File: src/rtl/ia_pkt_pkg.sv
// Shared definitions for the packet assembler: FSM state encoding,
// error codes reported on err_code and the default header byte.
package ia_pkt_pkg;

    typedef enum logic [1:0] {
        ST_IDLE    = 2'd0,
        ST_PAYLOAD = 2'd1,
        ST_CHECK   = 2'd2
    } state_e;

    localparam logic [1:0] ERR_NONE    = 2'd0;
    localparam logic [1:0] ERR_CSUM    = 2'd1;
    localparam logic [1:0] ERR_TIMEOUT = 2'd2;

    localparam logic [7:0] SYNC_BYTE_DEFAULT = 8'hA5;

    // Mod-256 running checksum step.
    function automatic logic [7:0] csum_add(input logic [7:0] acc, input logic [7:0] b);
        return acc + b;
    endfunction

endpackage

File: src/rtl/ia_pkt_timeout.sv
// Inter-byte idle counter. Counts cycles while enabled and no byte arrives;
// expire_o is a combinational pulse on the last idle cycle so the owner can
// register the error on the following edge. A byte on that same cycle
// (clear_i) suppresses the pulse. TIMEOUT_CYC = 0 disables the counter.
module ia_pkt_timeout #(
    parameter int unsigned TIMEOUT_CYC = 50000
) (
    input  logic clk_i,
    input  logic rst_ni,
    input  logic enable_i,
    input  logic clear_i,
    output logic expire_o
);

    generate
        if (TIMEOUT_CYC == 0) begin : g_off
            assign expire_o = 1'b0;
        end else begin : g_on
            localparam int unsigned CW = (TIMEOUT_CYC > 1) ? $clog2(TIMEOUT_CYC) : 1;
            localparam logic [CW-1:0] LAST = CW'(TIMEOUT_CYC - 1);

            logic [CW-1:0] cnt_q;
            logic [CW-1:0] cnt_d;
            logic          hit;

            assign hit      = enable_i && !clear_i && (cnt_q == LAST);
            assign expire_o = hit;

            // Next count: restart on any byte, when idle, or after firing.
            always_comb begin
                cnt_d = cnt_q + 1'b1;
                if (!enable_i || clear_i || hit) begin
                    cnt_d = '0;
                end
            end

            // Counter register.
            always_ff @(posedge clk_i or negedge rst_ni) begin
                if (!rst_ni) begin
                    cnt_q <= '0;
                end else begin
                    cnt_q <= cnt_d;
                end
            end
        end
    endgenerate

endmodule

File: src/rtl/ia_pkt.sv
// Packet assembler: hunts for an optional sync byte, forwards PKT_LEN payload
// bytes as indexed one-cycle update strobes, optionally verifies a trailing
// mod-256 checksum and aborts a packet when the line goes quiet too long.
module ia_pkt
    import ia_pkt_pkg::*;
#(
    parameter int unsigned PKT_LEN     = 55,
    parameter int unsigned IDX_W       = $clog2(PKT_LEN),
    parameter bit          SYNC_EN     = 1'b1,
    parameter logic [7:0]  SYNC_BYTE   = SYNC_BYTE_DEFAULT,
    parameter bit          CSUM_EN     = 1'b1,
    parameter int unsigned TIMEOUT_CYC = 50000
) (
    input  logic             clk_i,
    input  logic             rst_ni,
    input  logic             byte_valid_i,
    input  logic [7:0]       byte_data_i,
    output logic             update_reg_o,
    output logic [7:0]       read_data_o,
    output logic [IDX_W-1:0] idx_o,
    output logic             pc_ready_o,
    output logic             pkt_err_o,
    output logic [1:0]       err_code_o,
    output logic             busy_o
);

    localparam logic [IDX_W-1:0] LAST_IDX = IDX_W'(PKT_LEN - 1);

    state_e           state_q, state_d;
    logic [IDX_W-1:0] cnt_q, cnt_d;
    logic [IDX_W-1:0] idx_q, idx_d;
    logic [IDX_W-1:0] base_cnt;
    logic [7:0]       acc_q, acc_d;
    logic [7:0]       rdata_q, rdata_d;
    logic [7:0]       base_acc;
    logic             upd_q, upd_d;
    logic             rdy_q, rdy_d;
    logic             pend_q, pend_d;
    logic             err_q, err_d;
    logic             busy_q, busy_d;
    logic [1:0]       ecode_q, ecode_d;
    logic             take;
    logic             tmo_en;
    logic             expire;

    assign tmo_en = (state_q != ST_IDLE);

    ia_pkt_timeout #(
        .TIMEOUT_CYC(TIMEOUT_CYC)
    ) u_timeout (
        .clk_i   (clk_i),
        .rst_ni  (rst_ni),
        .enable_i(tmo_en),
        .clear_i (byte_valid_i),
        .expire_o(expire)
    );

    // Next-state and output decode. Without a sync header, a byte seen in
    // IDLE is payload index 0, so payload handling starts from a zeroed
    // counter/accumulator whenever the FSM is idle.
    always_comb begin
        state_d  = state_q;
        cnt_d    = cnt_q;
        acc_d    = acc_q;
        rdata_d  = rdata_q;
        idx_d    = idx_q;
        upd_d    = 1'b0;
        pend_d   = 1'b0;
        rdy_d    = pend_q;
        err_d    = 1'b0;
        ecode_d  = ecode_q;
        take     = 1'b0;
        base_cnt = (state_q == ST_IDLE) ? '0 : cnt_q;
        base_acc = (state_q == ST_IDLE) ? 8'h00 : acc_q;

        unique case (state_q)
            ST_IDLE: begin
                if (byte_valid_i) begin
                    if (!SYNC_EN) begin
                        take = 1'b1;
                    end else if (byte_data_i == SYNC_BYTE) begin
                        state_d = ST_PAYLOAD;
                        cnt_d   = '0;
                        acc_d   = 8'h00;
                    end
                end
            end
            ST_PAYLOAD: begin
                if (byte_valid_i) begin
                    take = 1'b1;
                end
            end
            ST_CHECK: begin
                if (byte_valid_i) begin
                    state_d = ST_IDLE;
                    cnt_d   = '0;
                    if (byte_data_i == acc_q) begin
                        rdy_d = 1'b1;
                    end else begin
                        err_d   = 1'b1;
                        ecode_d = ERR_CSUM;
                    end
                end
            end
            default: begin
                state_d = ST_IDLE;
            end
        endcase

        if (take) begin
            rdata_d = byte_data_i;
            idx_d   = base_cnt;
            upd_d   = 1'b1;
            acc_d   = csum_add(base_acc, byte_data_i);
            if (base_cnt == LAST_IDX) begin
                cnt_d = '0;
                if (CSUM_EN) begin
                    state_d = ST_CHECK;
                end else begin
                    state_d = ST_IDLE;
                    pend_d  = 1'b1;
                end
            end else begin
                cnt_d   = base_cnt + 1'b1;
                state_d = ST_PAYLOAD;
            end
        end

        // expire only fires in a packet state on a cycle with no byte.
        if (expire) begin
            state_d = ST_IDLE;
            cnt_d   = '0;
            err_d   = 1'b1;
            ecode_d = ERR_TIMEOUT;
        end

        busy_d = (state_d != ST_IDLE);
    end

    // State and output registers; reset discards any partial packet.
    always_ff @(posedge clk_i or negedge rst_ni) begin
        if (!rst_ni) begin
            state_q <= ST_IDLE;
            cnt_q   <= '0;
            acc_q   <= 8'h00;
            rdata_q <= 8'h00;
            idx_q   <= '0;
            upd_q   <= 1'b0;
            rdy_q   <= 1'b0;
            pend_q  <= 1'b0;
            err_q   <= 1'b0;
            busy_q  <= 1'b0;
            ecode_q <= ERR_NONE;
        end else begin
            state_q <= state_d;
            cnt_q   <= cnt_d;
            acc_q   <= acc_d;
            rdata_q <= rdata_d;
            idx_q   <= idx_d;
            upd_q   <= upd_d;
            rdy_q   <= rdy_d;
            pend_q  <= pend_d;
            err_q   <= err_d;
            busy_q  <= busy_d;
            ecode_q <= ecode_d;
        end
    end

    assign update_reg_o = upd_q;
    assign read_data_o  = rdata_q;
    assign idx_o        = idx_q;
    assign pc_ready_o   = rdy_q;
    assign pkt_err_o    = err_q;
    assign err_code_o   = ecode_q;
    assign busy_o       = busy_q;

endmodule

File: config.mk
export PLATFORM = sky130hd
export DESIGN_NAME = ia_pkt
export DESIGN_NICKNAME = d
export VERILOG_FILES = /design/src/rtl/ia_pkt_pkg.sv /design/src/rtl/ia_pkt_timeout.sv /design/src/rtl/ia_pkt.sv
export SDC_FILE = /design/constraint.sdc
export NUM_CORES = 1
export LEC_CHECK = 0
export BUFFER_PORTS_ARGS = -buffer_cell sky130_fd_sc_hd__buf_4
export CAP_MARGIN = 20
export CORE_MARGIN = 10
export CORE_UTILIZATION = 52
export DETAILED_ROUTE_END_ITERATION = 16
export HOLD_SLACK_MARGIN = 0.06
export PLACE_DENSITY = 0.84
export SLEW_MARGIN = 0
export SYNTH_ARGS = -nofsm -noshare
export SYNTH_HDL_FRONTEND = slang
export SYNTH_SLANG_ARGS = --single-unit
File: constraint.sdc
create_clock -name clk_i -period 2.2 [get_ports clk_i]
set_input_delay 0.11 -clock clk_i [delete_from_list [all_inputs] [get_ports clk_i]]
set_output_delay 0.11 -clock clk_i [all_outputs]
set_load 0.01 [all_outputs]
==> results of run 1 <==
==> Yosys cell counts, drive strengths merged, types with 6 or more instances <==
master	count	area, um2
a21o	7	52.6
a21oi	8	40.0
nand2	64	240
xnor2	11	96.3
o21ai	16	87.6
dfrtp	52	1300
ha	10	125
nand3	8	40.0
nor4	6	43.8
nor2	27	101
nor2b	8	50.1
xor2	17	149
inv	6	22.5
==> final timing paths <==
path,cells after the start,to,from,slack (ps)
hold / removal,3,read_data_o[4],byte_data_i[4],60
setup / recovery,8,acc_q[7],state_q[1],50
hold reg to reg,1,u_timeout.g_on.cnt_q[0],u_timeout.g_on.cnt_q[0],480
setup reg to reg,8,acc_q[7],state_q[1],50
max in group asynchronous,2,u_timeout.g_on.cnt_q[7],rst_ni,1400
min in group asynchronous,2,update_reg_o,rst_ni,360
==> metal layers <==
metal	GRT usage (%)	up-vias	share of wire [%]
met5	0	-	0
met4	5.27	0	1.7
met3	4.04	10	4.8
met2	26.1	50	50
met1	18.3	1061	44
li1	-	1078	-
==> per-stage QoR <==
stage          setup WS, ps  area (um2)  utilization [%]  hold slack [ps]  setup TNS, ps
2_1_floorplan          49.2        2760                -             -186              0
3_3_place_gp           59.3        3070             60.2              177              0
3_5_place_dp          -54.5        3070             60.2              182          -54.5
4_1_cts                1.94        3250             63.7             60.6              0
5_1_grt               -39.9        3280             64.2             67.4          -45.1
6_report               47.2        3280             64.2             64.2              0
==> worst reg2reg max path: cells and delay by family (launching register included) <==
family | cells | cell delay, ps
adders and majority gates | 1 | 290
AOI/OAI and AO/OA | 4 | 700
DFF | 1 | 430
and+or+nand+nor | 3 | 640
==> sequential cells by signal, indices dropped and copies added (netlist names) <==
name	count
state_q	2
acc_q	8
idx_o	6
read_data_o	8
cnt_q	6
pc_ready_o	1
busy_o	1
update_reg_o	1
pkt_err_o	1
u_timeout.g_on.cnt_q	16
err_code_o	2
==> placed cells by master, fill, tap and decap left out, types with 3 or more instances in the layout <==
cell	instances
xor2_1	17
nand4_1	4
nand3_1	8
a21o_1	7
buf_4	37
o21ai_0	12
nor2b_1	7
and3_1	3
dfrtp_1	52
o21ai_2	3
dlygate4sd3_1	8
nand2b_1	4
clkbuf_8	5
xnor2_1	11
nor3_1	3
nor2_1	26
ha_1	9
nand2_1	63
a22o_1	3
a21oi_1	8
nor4_1	5
o2bb2ai_1	3
inv_1	6
==> cell families after synthesis <==
family | after synthesis
DFF | 52
xor gates and xnor gates | 28
adders and majority gates | 11
muxes | 1
buffers and inverters | 14
AOI/OAI and AO/OA | 46
and+or+nand+nor | 140
==> timing repair <==
action,4_1_cts,5_1_grt
hold endpoints to repair,59,0
setup endpoints to repair,2,2
buffers inserted,0,1
pin swaps,1,2
gates resized for setup,1,7
hold buffers,8,0
==> power groups by stage <==
stage,Clock (W),Sequential (W),Combinational [W]
finish,0.000617,0.00121,0.000512
global route,0.000679,0.00123,0.000571
CTS,0.000639,0.00121,0.000514
detailed placement,0,0.00122,0.000496
global placement,0,0.00122,0.000480
floorplan,0,0.00123,0.000255
==> area by class of cell <==
cell class	count	area [um2]
fill	407	1830
multi-input combinational	226	1410
sequential	52	1300
timing repair buffer	45	358
tap	70	87.6
clock buffer	5	68.8
clock inverter	1	30.0
inverter	6	22.5
==> results.cfg, run 1 <==
[cells_and_area]
antennaDiodeCount = 0
nets = 358
area_growth_pct = 19.4
layout.cells.non_filler = 405
drive_gt1_share_pct = 16.7

[floorplanning]
io_pins = 31
core_area_um2 = 5110
dieArea_um2 = 8590
initial_core_util_pct = 53.8
die_h_um = 92.7
die_w_um = 92.7
num_rows = 26

[worst_setup_path]
critPathTopFamily = compound AO/OA/AOI/OAI gates
path_max_fanout = 6
cp_num_buf_inv = 0
arrival_ps = 2350
required_ps = 2400
worst_path_max_delay_cell = dfrtp_1
path_class = flip-flop to flip-flop
critPathLaunchType = flip-flop
path_cells = nor2_4 -> nor2b_2 -> ha_1 -> a21o_1 -> o21ai_2 -> a31oi_1 -> or3_1 -> a32o_1
end_kind = flip-flop
slowest_delay_ps = 430

[routing]
drtIter0Drc = 135
vias = 2199
drt-total-wl_mm = 6.24
first_pass_iters = 4
drc = 0
drt.antenna.violating_nets = 0
wl_per_cell_um = 15.4
vias_per_cell = 5.43

[logic_synthesis]
synth_top_family_by_area = simple AND/OR/NAND/NOR gates
netlist_area_um2 = 2750
synthMuxAreaShare_pct = 0.364
synthCells = 292
ys_seq_area_share_pct = 47.4
synth_xor_area_share_pct = 8.93
synth-seq-cells = 52
synthFlopType = dfrtp_1
synth_compound_area_share_pct = 11.1
synthSimpleGateAreaFrac_pct = 24.7
synthDistinctLibCells = 43
syn_area_per_cell_um2 = 9.41
synth_edf_count = 0
syn_nets = 314
async_flop_share_pct = 100
yosys_warnings = 0
synth_fa_ha_area_share_pct = 5.28

[power]
pwr-share-seq_pct = 51.7
clkPwrFrac_pct = 26.4
power_frac_comb_pct = 21.9
internal-power_w = 0.00168
totalPowerFinal_w = 0.00233
power_leakage_nw = 1.59
power.switching_w = 0.000658
ir_drop_mv = 0.566
switching_share_pct = 28.2
powerDensity_nw_per_um2 = 712

[sta]
slew_headroom_pct = 57.2
maxClockFrequency_mhz = 465
period_needed_ps = 2150
drv_slew = 0
rsz0062_at_grt = true
fin_skew_ps = 5.63
period_share_pct = 97.9
finalSetupViolations = 0
hold_viol = 0
worstMarginPinSlew_ps = 642

[grt]
grt_pass1_wl_mm = 10.7
grt_pass1_vias = 2268
grt_usage_pct = 15.3
overflow = 0
antenna_found_initial = 0
grt_max_degree = 53

[worst_hold_path]
hold_path.class = input pin to flip-flop

[placed_design]
port_buffers = 30
globalplace.congestion = 0.855
dp_cells = 390
dp_hpwl_mm = 4.35

[clock_tree]
cts_tree = yes
ctsHtreeMaxLevel = 2
cts-root-buf = clkbuf_8
cts_made_buffers = 5
path_clk_slew_ps = 90
clockBufferDepth = 2
clock-sinks = 52
clk_latency_ps = 310

[status]
status = completed

[flow_run]
max_cap_viol_count = 0
Power figures use the tool's default switching activity.
==> run 2, diff against run 1 <==
CORE_UTILIZATION = 58   (was 52)
PLACE_DENSITY = 0.88   (was 0.84)
clock period = 2.3 ns   (was 2.2 ns; I/O delays follow)
==> results.cfg, run 2 (synthesized netlist as in run 1, its figures left out) <==
[status]
status = completed

[floorplanning]
core_area_um2 = 4470
initial_core_util_pct = 61.4
io_pins = 31
die_h_um = 88.8
num_rows = 24
dieArea_um2 = 7890
die_w_um = 88.8

[clock_tree]
cts_tree = yes
cts_made_buffers = 5
post-cts-setup-buffers = 0
clk_latency_ps = 310
clock-sinks = 52
clockBufferDepth = 2
cts-root-buf = clkbuf_8
path_clk_slew_ps = 90
ctsHtreeMaxLevel = 2

[grt]
grt_max_degree = 53
overflow = 0
grt_usage_pct = 16.7
grt_pass1_vias = 2309
antenna_found_initial = 0
grt_pass1_wl_mm = 10.6

[flow_run]
max_cap_viol_count = 0

[placed_design]
placed_cell_area_um2 = 3040
dp_hpwl_mm = 4.23
globalplace.congestion = 0.865
dp_cells = 371
dp_worst_setup_slack_ps = 47.8
port_buffers = 30

[routing]
drtIter0Drc = 132
drc = 0
drt-total-wl_mm = 6.16
vias = 2231
vias_per_cell = 5.78
first_pass_iters = 5
wl_per_cell_um = 16.0
drt.antenna.violating_nets = 0

[worst_setup_path]
end_kind = flip-flop
path_class = flip-flop to flip-flop
arrival_ps = 2430
path_max_fanout = 6
required_ps = 2500
critPathLaunchType = flip-flop

[cells_and_area]
layout.cells.non_filler = 386
largest_reg_flops = 16
fill_cells = 316
final_cell_mix = nand2_1 (64), dfrtp_1 (52), buf_4 (35)
antennaDiodeCount = 0
nets = 355
layout_commonest_cell = nand2_1
area_growth_pct = 18.0
fin_util_pct = 72.5
top_register = u_timeout.g_on.cnt_q
drive_gt1_share_pct = 15.3
fin_area_um2 = 3240

[sta]
period_needed_ps = 2230
hold_viol = 0
slew_headroom_pct = 57.9
worstMarginPinSlew_ps = 631
drv_slew = 0
tns_ps = 0
fin_skew_ps = 5.56
period_share_pct = 96.8
finalSetupViolations = 0
fin_ws_ps = 72.6
maxClockFrequency_mhz = 449
rsz0062_at_grt = true

[power]
power_leakage_nw = 1.59
ir_drop_mv = 0.574
powerDensity_nw_per_um2 = 715

[worst_hold_path]
hold_path.class = input pin to flip-flop
==> run 2: cell types whose count changed in the layout (fill, tap and decap cells not counted), sizes merged <==
cell and change:
buf -2, clkbuf +2, dlygate4sd3 -1
==> run 2: repair_timing <==
action | 4_1_cts | 5_1_grt
gates resized for setup | 1 | 2
pin swaps | 0 | 1
endpoints found under the hold margin | 58 | 0
gates cloned | 0 | 0
setup endpoints to repair | 1 | 2
hold buffers | 7 | 0
==> run 2: layout make-up <==
type	instances	area (um2)	share of cell area, %
clock buffer	7	96.3	2.97
tap	52	65.1	2.01
timing repair buffer	42	333	10.3
inverter	6	22.5	0.694
clock inverter	1	30.0	0.926
multi-input combinational	226	1400	43.0
sequential	52	1300	40.1
==> run 2: per-layer routing <==
layer	vias to the layer above	part of all wire, %	track usage, %
met1	1087	44	20.6
met5	-	0	0
li1	1074	-	-
met2	54	49	27.7
met4	0	2.2	5.58
met3	16	5.0	4.41
==> run 2: final timing paths <==
check	start	end	slack [ps]	depth (start not counted)
max	state_q[1]	acc_q[7]	70	8
min	byte_data_i[6]	read_data_o[6]	70	3
max reg2reg	state_q[1]	acc_q[7]	70	8
min reg2reg	read_data_o[2]	read_data_o[2]	480	2
max in group asynchronous	rst_ni	state_q[1]	1510	2
min in group asynchronous	rst_ni	read_data_o[4]	360	2
==> run 2: critical path, cell delays in order, from the launching register on <==
cell     delay [ps]
dfrtp_1         420
nor2_4          190
buf_4           180
nor2b_1          60
ha_1            340
o21ai_0         210
a31oi_1          90
or3_1           380
a32o_1          270
==> run 2: through the flow <==
| stage | hold WS [ps] | total power (W) |
|---|---|---|
| 2_1_floorplan | -181 | 0.00142 |
| 6_report | 70.8 | 0.00232 |
| 4_1_cts | 65.4 | 0.00233 |
| 5_1_grt | 76.3 | 0.00244 |
| 3_3_place_gp | 182 | 0.00162 |
| 3_5_place_dp | 185 | 0.00164 |
==> run 2: report_power, final <==
| part | internal (W) | switching [W] | leakage [nW] | total, W |
|---|---|---|---|---|
| Combinational | 0.000243 | 0.000236 | 0.826 | 0.000480 |
| Clock | 0.000384 | 0.000297 | 0.0645 | 0.000681 |
| Sequential | 0.00104 | 0.000116 | 0.699 | 0.00116 |
| Total | 0.00167 | 0.000649 | 1.59 | 0.00232 |
